==> src/rtl/instr_fetch_buffer_pkg.sv <==
// Shared types and constants for the instruction fetch buffer.
// Holds the fetch FSM state enum, the word width and the default FIFO depth.
package fetch_pkg;

    localparam int WORD_W        = 32;
    localparam int DEPTH_DEFAULT = 4;

    typedef enum logic {
        IDLE  = 1'b0,
        FETCH = 1'b1
    } fetch_state_e;

    // One buffered instruction together with the word address it was fetched from.
    typedef struct packed {
        logic [WORD_W-1:0] pc;
        logic [WORD_W-1:0] instr;
    } fetch_entry_t;

    function automatic logic [WORD_W-1:0] pc_incr(input logic [WORD_W-1:0] pc);
        return pc + WORD_W'(1);
    endfunction

endpackage

==> src/rtl/instr_fetch_buffer_if.sv <==
// Bus bundle between the fetch buffer, instruction memory, redirect source and decode.
// master = the fetch buffer, slave = its environment.
interface fetch_if;
    import fetch_pkg::*;

    // Handshakes:
    //   imem_req/imem_addr: one read per asserted cycle, no back-pressure;
    //     imem_rdata must hold the word for that address exactly one cycle later.
    //   out_valid/out_ready: head is consumed on a cycle where both are high;
    //     out_valid never depends on out_ready, and out_instr/out_pc are stable
    //     while out_valid is high and out_ready is low.
    //   redirect_valid: single-cycle request, always accepted, no ready.
    logic              redirect_valid;
    logic [WORD_W-1:0] redirect_pc;
    logic              imem_req;
    logic [WORD_W-1:0] imem_addr;
    logic [WORD_W-1:0] imem_rdata;
    logic              out_valid;
    logic [WORD_W-1:0] out_instr;
    logic [WORD_W-1:0] out_pc;
    logic              out_ready;

    modport master (
        input  redirect_valid, redirect_pc, imem_rdata, out_ready,
        output imem_req, imem_addr, out_valid, out_instr, out_pc
    );

    modport slave (
        output redirect_valid, redirect_pc, imem_rdata, out_ready,
        input  imem_req, imem_addr, out_valid, out_instr, out_pc
    );

endinterface

==> src/rtl/fetch_fifo.sv <==
// Circular FIFO of fetched instructions with synchronous clear.
// Clear wins over push and pop; push and pop together keep the count unchanged.
module fetch_fifo
    import fetch_pkg::*;
#(
    parameter int DEPTH = DEPTH_DEFAULT
) (
    input  logic                   clk,
    input  logic                   rst,
    input  logic                   push_i,
    input  fetch_entry_t           push_data_i,
    input  logic                   pop_i,
    input  logic                   clear_i,
    output fetch_entry_t           head_o,
    output logic [$clog2(DEPTH):0] count_o
);

    localparam int PTR_W = $clog2(DEPTH);
    localparam int CNT_W = PTR_W + 1;

    fetch_entry_t     mem_q [DEPTH];
    logic [PTR_W-1:0] wr_ptr_q, wr_ptr_d;
    logic [PTR_W-1:0] rd_ptr_q, rd_ptr_d;
    logic [CNT_W-1:0] count_q, count_d;

    always_comb begin
        wr_ptr_d = wr_ptr_q;
        rd_ptr_d = rd_ptr_q;
        count_d  = count_q;
        if (clear_i) begin
            wr_ptr_d = '0;
            rd_ptr_d = '0;
            count_d  = '0;
        end else begin
            if (push_i) begin
                wr_ptr_d = wr_ptr_q + PTR_W'(1);
            end
            if (pop_i) begin
                rd_ptr_d = rd_ptr_q + PTR_W'(1);
            end
            case ({push_i, pop_i})
                2'b10:   count_d = count_q + CNT_W'(1);
                2'b01:   count_d = count_q - CNT_W'(1);
                default: count_d = count_q;
            endcase
        end
    end

    always_ff @(posedge clk) begin
        if (rst) begin
            wr_ptr_q <= '0;
            rd_ptr_q <= '0;
            count_q  <= '0;
            for (int i = 0; i < DEPTH; i++) begin
                mem_q[i] <= '0;
            end
        end else begin
            wr_ptr_q <= wr_ptr_d;
            rd_ptr_q <= rd_ptr_d;
            count_q  <= count_d;
            if (push_i && !clear_i) begin
                mem_q[wr_ptr_q] <= push_data_i;
            end
        end
    end

    assign head_o  = mem_q[rd_ptr_q];
    assign count_o = count_q;

endmodule

==> src/rtl/instr_fetch_buffer.sv <==
// Prefetching instruction buffer: credit-limited memory requests feeding a FIFO toward decode.
// Optional macro FETCH_PERF_EN adds perf_fetched / perf_flushed counters.
module instr_fetch_buffer
    import fetch_pkg::*;
#(
    parameter int                DEPTH    = DEPTH_DEFAULT,
    parameter logic [WORD_W-1:0] RESET_PC = 32'd0
) (
    input  logic                   clk,
    input  logic                   rst,
    fetch_if.master                bus,
    output fetch_state_e           state_o,
    output logic [$clog2(DEPTH):0] count_o
`ifdef FETCH_PERF_EN
    ,
    output logic [WORD_W-1:0]      perf_fetched,
    output logic [WORD_W-1:0]      perf_flushed
`endif
);

    localparam int CNT_W = $clog2(DEPTH) + 1;

    fetch_state_e      state_q, state_d;
    logic [WORD_W-1:0] fetch_pc_q, fetch_pc_d;
    logic              inflight_q, inflight_d;
    logic [WORD_W-1:0] inflight_pc_q, inflight_pc_d;

    logic [CNT_W-1:0]  count;
    logic [CNT_W:0]    occupied;
    logic              req;
    logic              push;
    logic              pop;
    fetch_entry_t      push_data;
    fetch_entry_t      head;

    // Buffered plus in-flight words; a request only goes out if it is sure to find a slot.
    assign occupied = {1'b0, count} + (CNT_W + 1)'(inflight_q);

    always_comb begin
        state_d = state_q;
        req     = 1'b0;
        case (state_q)
            IDLE: begin
                state_d = FETCH;
            end
            FETCH: begin
                req = !rst && !bus.redirect_valid && (occupied < (CNT_W + 1)'(DEPTH));
            end
        endcase
    end

    always_comb begin
        pop           = (count != '0) && bus.out_ready;
        push          = inflight_q && !bus.redirect_valid;
        push_data     = '{pc: inflight_pc_q, instr: bus.imem_rdata};
        inflight_d    = req;
        inflight_pc_d = req ? fetch_pc_q : inflight_pc_q;
        fetch_pc_d    = fetch_pc_q;
        if (bus.redirect_valid) begin
            fetch_pc_d = bus.redirect_pc;
        end else if (req) begin
            fetch_pc_d = pc_incr(fetch_pc_q);
        end
    end

    always_ff @(posedge clk) begin
        if (rst) begin
            state_q       <= IDLE;
            fetch_pc_q    <= RESET_PC;
            inflight_q    <= 1'b0;
            inflight_pc_q <= '0;
        end else begin
            state_q       <= state_d;
            fetch_pc_q    <= fetch_pc_d;
            inflight_q    <= inflight_d;
            inflight_pc_q <= inflight_pc_d;
        end
    end

    // A redirect clears the buffer even when decode takes the head in the same cycle.
    fetch_fifo #(
        .DEPTH (DEPTH)
    ) u_fifo (
        .clk         (clk),
        .rst         (rst),
        .push_i      (push),
        .push_data_i (push_data),
        .pop_i       (pop),
        .clear_i     (bus.redirect_valid),
        .head_o      (head),
        .count_o     (count)
    );

    assign bus.imem_req  = req;
    assign bus.imem_addr = fetch_pc_q;
    assign bus.out_valid = (count != '0);
    assign bus.out_instr = head.instr;
    assign bus.out_pc    = head.pc;
    assign state_o       = state_q;
    assign count_o       = count;

`ifdef FETCH_PERF_EN
    logic [WORD_W-1:0] perf_fetched_q;
    logic [WORD_W-1:0] perf_flushed_q;
    logic [CNT_W:0]    discarded;

    // Whatever decode takes in the redirect cycle is delivered, not discarded.
    assign discarded = occupied - (CNT_W + 1)'(pop);

    always_ff @(posedge clk) begin
        if (rst) begin
            perf_fetched_q <= '0;
            perf_flushed_q <= '0;
        end else begin
            if (push) begin
                perf_fetched_q <= perf_fetched_q + WORD_W'(1);
            end
            if (bus.redirect_valid) begin
                perf_flushed_q <= perf_flushed_q + WORD_W'(discarded);
            end
        end
    end

    assign perf_fetched = perf_fetched_q;
    assign perf_flushed = perf_flushed_q;
`endif

endmodule

==> src/flat_wrapper.sv <==
// flat-port wrapper written by rule: the top's interface ports become plain ports
module instr_fetch_buffer_flat import fetch_pkg::*;
#(
    parameter int                DEPTH    = DEPTH_DEFAULT,
    parameter logic [WORD_W-1:0] RESET_PC = 32'd0
)
  (clk, rst, state_o, count_o, bus_redirect_valid, bus_redirect_pc, bus_imem_rdata, bus_out_ready, bus_imem_req, bus_imem_addr, bus_out_valid, bus_out_instr, bus_out_pc);
  fetch_if bus_i ();
  input  logic clk;
  input  logic rst;
  output fetch_state_e state_o;
  output logic [$clog2(DEPTH):0] count_o;
  input wire logic [$bits(bus_i.redirect_valid)-1:0] bus_redirect_valid;
  input wire logic [$bits(bus_i.redirect_pc)-1:0] bus_redirect_pc;
  input wire logic [$bits(bus_i.imem_rdata)-1:0] bus_imem_rdata;
  input wire logic [$bits(bus_i.out_ready)-1:0] bus_out_ready;
  output wire logic [$bits(bus_i.imem_req)-1:0] bus_imem_req;
  output wire logic [$bits(bus_i.imem_addr)-1:0] bus_imem_addr;
  output wire logic [$bits(bus_i.out_valid)-1:0] bus_out_valid;
  output wire logic [$bits(bus_i.out_instr)-1:0] bus_out_instr;
  output wire logic [$bits(bus_i.out_pc)-1:0] bus_out_pc;
  assign bus_i.redirect_valid = bus_redirect_valid;
  assign bus_i.redirect_pc = bus_redirect_pc;
  assign bus_i.imem_rdata = bus_imem_rdata;
  assign bus_i.out_ready = bus_out_ready;
  assign bus_imem_req = bus_i.imem_req;
  assign bus_imem_addr = bus_i.imem_addr;
  assign bus_out_valid = bus_i.out_valid;
  assign bus_out_instr = bus_i.out_instr;
  assign bus_out_pc = bus_i.out_pc;
  instr_fetch_buffer #(.DEPTH(DEPTH), .RESET_PC(RESET_PC)) u_core (.clk(clk), .rst(rst), .bus(bus_i), .state_o(state_o), .count_o(count_o));
endmodule
==> config.mk <==
export PLATFORM = sky130hd
export DESIGN_NAME = instr_fetch_buffer_flat
export DESIGN_NICKNAME = d
export VERILOG_FILES = /design/src/rtl/instr_fetch_buffer_pkg.sv /design/src/rtl/instr_fetch_buffer_if.sv /design/src/rtl/fetch_fifo.sv /design/src/rtl/instr_fetch_buffer.sv /design/src/flat_wrapper.sv
export SDC_FILE = /design/constraint.sdc
export NUM_CORES = 1
export LEC_CHECK = 0
export CAP_MARGIN = 30
export CORE_UTILIZATION = 30
export CTS_CLUSTER_DIAMETER = 200
export DETAILED_ROUTE_END_ITERATION = 10
export GPL_TIMING_DRIVEN = 0
export SYNTH_ARGS = -nofsm -noshare
export SYNTH_HDL_FRONTEND = slang
export SYNTH_SLANG_ARGS = --single-unit
export TNS_END_PERCENT = 20
==> constraint.sdc <==
create_clock -name clk -period 9.5 [get_ports clk]
set_input_delay 1.9 -clock clk [delete_from_list [all_inputs] [get_ports clk]]
set_output_delay 1.9 -clock clk [all_outputs]
set_load 0.01 [all_outputs]
==> summary.md, run 1 <==
| Metric | Value |
|---|---|
| Final Skew | `0.01384 ns` |
| Share of cells above drive strength 1 | `12.22%` |
| DP HPWL | `26100 microns` |
| H-Tree Depth | `2` |
| # DRC | `0` |
| Drt wl/cell | `19.68 microns` |
| Share of synthesized registers carrying an async set or reset | `0%` |
| CTS tree | `built` |
| Crit Path Class | `in -> out` |
| Chip height | `218.1 microns` |
| Clock latency on the worst-skew pair | `0.54 ns` |
| Initial antenna violation count | `0` |
| Cts repair resizes | `0` |
| Total power draw | `3.235 mW` |
| Leak | `6.552 nW` |
| Port Buffers | `169` |
| Io pins | `170` |
| Avg Inst Size Synth | `12.45 sq um` |
| Clock period minus worst slack | `6.511 ns` |
| # diodes | `0` |
| Number of global-route vias before repair | `9869` |
| DR pass1 iterations | `7` |
| Post-synthesis sequential area ratio | `65.59%` |
| Max Cap Violations | `0` |
| Vias per inst | `4.871` |
| Area growth from synthesis to layout | `28.12%` |
| Mux contribution to synthesized area | `11.04%` |
| Total global routing overflow | `0` |
| Antenna-violating nets left | `0` |
| Worst EP arrival | `4.61 ns` |
| Simple-gate area share of the yosys netlist | `14.14%` |
| Clk root buf | `clkbuf_16` |
| Max Clk Rate | `0.1536 GHz` |
| First-pass GRT wire length | `59200 microns` |
| Initial Utilization | `30.67%` |
| NumNets Final | `1417` |
| Distinct cells, synth | `53` |
| Final Hold Fails | `0` |
| Worst slew margin | `34.87%` |
| Unrepaired setup endpoints after global routing | `false` |
| Critical path peak fanout | `10` |
| Final Slew Violations | `0` |
| Cell area after synthesis | `0.01401 sq mm` |
| PD cells | `180.2 mW/mm^2` |
| Startpoint Class | `primary input` |
| Post-CTS setup repair buffer count | `0` |
| Synth Area in XOR/XNOR | `0.4377%` |
| Number of enable flip-flop cells after synthesis | `256` |
| Register bit total from synthesis | `331` |
| Core area | `0.04567 sq mm` |
| Die width | `218.1 microns` |
| Max Root-Sink Buffers | `3` |
| Area after DPL | `0.01678 sq mm` |
| Crit path capture type | `primary output` |
| Status | `completed` |
| TritonCTS buffer count | `37` |
| Worst VDD drop | `0.00009346 V` |
| Synth warnings | `0` |
| Final Setup Violations | `0` |
| Post-Synth Adder-Cell Area | `0.3215%` |
| Hold bufs inserted after CTS | `0` |
| Largest family of logic cells by synthesized area | `simple AND/OR/NAND/NOR gates` |
| Row cnt | `78` |
| Top_reg_cell synth | `edfxtp_1` |
| Final Cycle Share | `68.54%` |
| Die footprint | `0.04756 sq mm` |
| Post-Route WL | `38870 microns` |
| Worst-Margin Slew | `0.9732 ns` |
| Clock slew at reported path FFs | `0.06 ns` |
| Gate count of the mapped netlist | `1125` |
| Req. time, crit path | `7.60 ns` |
| Gpl congestion | `0.8705` |
| Via count | `9621` |
| All-Layer GR Usage | `16.67%` |
| Post-route cell area | `0.01795 sq mm` |
| First DRT Iteration DRCs | `753` |
| Pin count of the biggest net entering global routing | `24` |
| Min-Delay Path Class | `reg -> reg` |
| Synth Area in Compound Gates | `4.385%` |
| Clk sink count | `331` |
| Syn Nets | `1196` |
[metrics by stage]
stage	util [%]	worst slack [ns]	hold slack, ns	std cells	setup TNS, ns
global placement	36.02	-3.023	0.4460	1894	-741.43
floorplan	-	2.129	0.4366	1125	0
CTS	39.29	2.995	0.4549	1975	0
detailed placement	36.75	3.012	0.4465	1907	0
global route	39.29	2.896	0.4769	1975	0
finish	39.29	2.989	0.4539	1975	0
[critical path: stages]
cell,delay [ns]
clkdlybuf4s50_1,0.49
buf_2,0.27
nor4b_4,0.34
nand2_1,0.24
inv_1,0.19
buf_2,0.25
buf_2,0.32
clkdlybuf4s50_1,0.60
[cell usage in the layout (no fill, tap or decap), types with 4 or more instances in the layout]
cell and n:
and3_1 5, a31oi_1 8, or3_2 6, clkinv_1 8, mux2i_1 6, or2_2 4, o21ai_0 13, nor2b_1 5
buf_2 15, mux2_2 4, or3_1 4, edfxtp_1 256, a21oi_1 54, a32oi_1 5, nor3_1 8, inv_1 77
buf_16 5, xor2_1 5, nand4_1 10, o21ai_4 4, buf_12 7, nand2b_1 6, a22oi_1 6, clkinv_2 5
clkdlybuf4s50_1 169, nand2_1 155, nand3_1 20, dfxtp_1 75, mux4_2 64, nor2_1 223, clkbuf_16 39, clkbuf_1 58
[kinds of logic (layout without fill, tap and decap cells)]
family,count (synthesis),after routing
AO/OA/AOI/OAI,104,104
XOR/XNOR,7,7
adder cells (fa/ha/maj),3,3
buffers and inverters,144,394
flip-flops,331,331
multiplexers,74,74
AND/OR/NAND/NOR,462,462
[final cells by class]
| type | count | area (sq um) |
|---|---|---|
| Clock inverter | 17 | 131.4 |
| Multi-Input combinational cell | 650 | 4293 |
| Fill cell | 4393 | 27730 |
| Clock buffer | 51 | 1031 |
| Sequential cell | 331 | 9189 |
| Timing Repair Buffer | 182 | 1981 |
| Tap cell | 600 | 750.7 |
| Buffer | 67 | 282.8 |
| Inverter | 77 | 289.0 |
[where the power goes]
| part | leakage, nW | switching (mW) | total (mW) | internal, mW |
|---|---|---|---|---|
| clock network | 0.566 | 0.574 | 1.39 | 0.814 |
| registers | 3.27 | 0.0275 | 1.63 | 1.61 |
| logic | 2.71 | 0.108 | 0.213 | 0.105 |
| total | 6.55 | 0.710 | 3.23 | 2.53 |
[routing by layer]
metal / vias to the layer above / GRT usage (%) / part of all wire (%)
met4: 0 / 3.776 / 1.5
met1: 4818 / 22.42 / 44
met2: 307 / 27.67 / 48
met3: 53 / 3.285 / 5.8
met5: - / 0 / 0
li1: 4443 / - / -
[synth_stat cells (all sizes together), types with 2 or more instances]
cell type  count  area [sq um]
and3           6         38.79
nor3           9         50.05
nand4         11         75.07
nor4           5         52.55
dfxtp         75          1501
nor2         223         837.1
or2            4         25.02
a22oi          6         45.04
a32oi          5         43.79
a21oi         54         270.3
mux4          64          1441
mux2i          6         60.06
buf           19         97.59
o21ai         17         85.08
nand2        155         581.8
nand3         20         100.1
a21o           3         22.52
inv           77         289.0
or4            2         15.01
or3           10         70.06
xnor2          2         17.52
o21bai         2         15.01
a31oi          8         50.05
nor2b          5         31.28
ha             2         25.02
clkbuf        47         176.4
a221o          2         20.02
nand2b         6         37.54
edfxtp       256          7687
xor2           5         43.79
mux2           4         45.04
nand3b         2         15.01
[final timing paths]
kind                            from                  endpoint  slack, ns  cells past startpoint
max               bus_redirect_valid              bus_imem_req       2.99                      8
min          u_core.inflight_pc_q[5]   u_core.inflight_pc_q[5]       0.45                      2
max reg2reg  u_core.bus.imem_addr[1]  u_core.bus.imem_addr[30]       6.74                      7
min reg2reg  u_core.inflight_pc_q[5]   u_core.inflight_pc_q[5]       0.45                      2
[registers in the layout (all words and copies together) (netlist names), named ones only]
signal and count:
u_core.bus.imem_addr 32, u_core.inflight_pc_q 32, u_core.inflight_q 1, u_core.state_o 1, u_core.u_fifo.count_o 3, u_core.u_fifo.mem_q 256
u_core.u_fifo.rd_ptr_q 2, u_core.u_fifo.wr_ptr_q 2
No activity file was read; power rests on OpenSTA's default activity.
==> run 2, diff against run 1 <==
==> constraint.sdc (replaced) <==
create_clock -name clk -period 5.2 [get_ports clk]
set_input_delay 1.04 -clock clk [delete_from_list [all_inputs] [get_ports clk]]
set_output_delay 1.04 -clock clk [all_outputs]
set_load 0.01 [all_outputs]
==> results of run 2 <==
Same layout as run 1 (identical final DEF). Status: completed.
Among the figures that moved: setup slack after placement 3.012 ns -> 0.4316 ns; setup slack after layout 2.989 ns -> 0.4086 ns; register-to-register setup slack 6.74 ns -> 2.44 ns; total power 3.235 mW -> 5.910 mW; worst IR drop on VDD 0.00009346 V -> 0.0001707 V
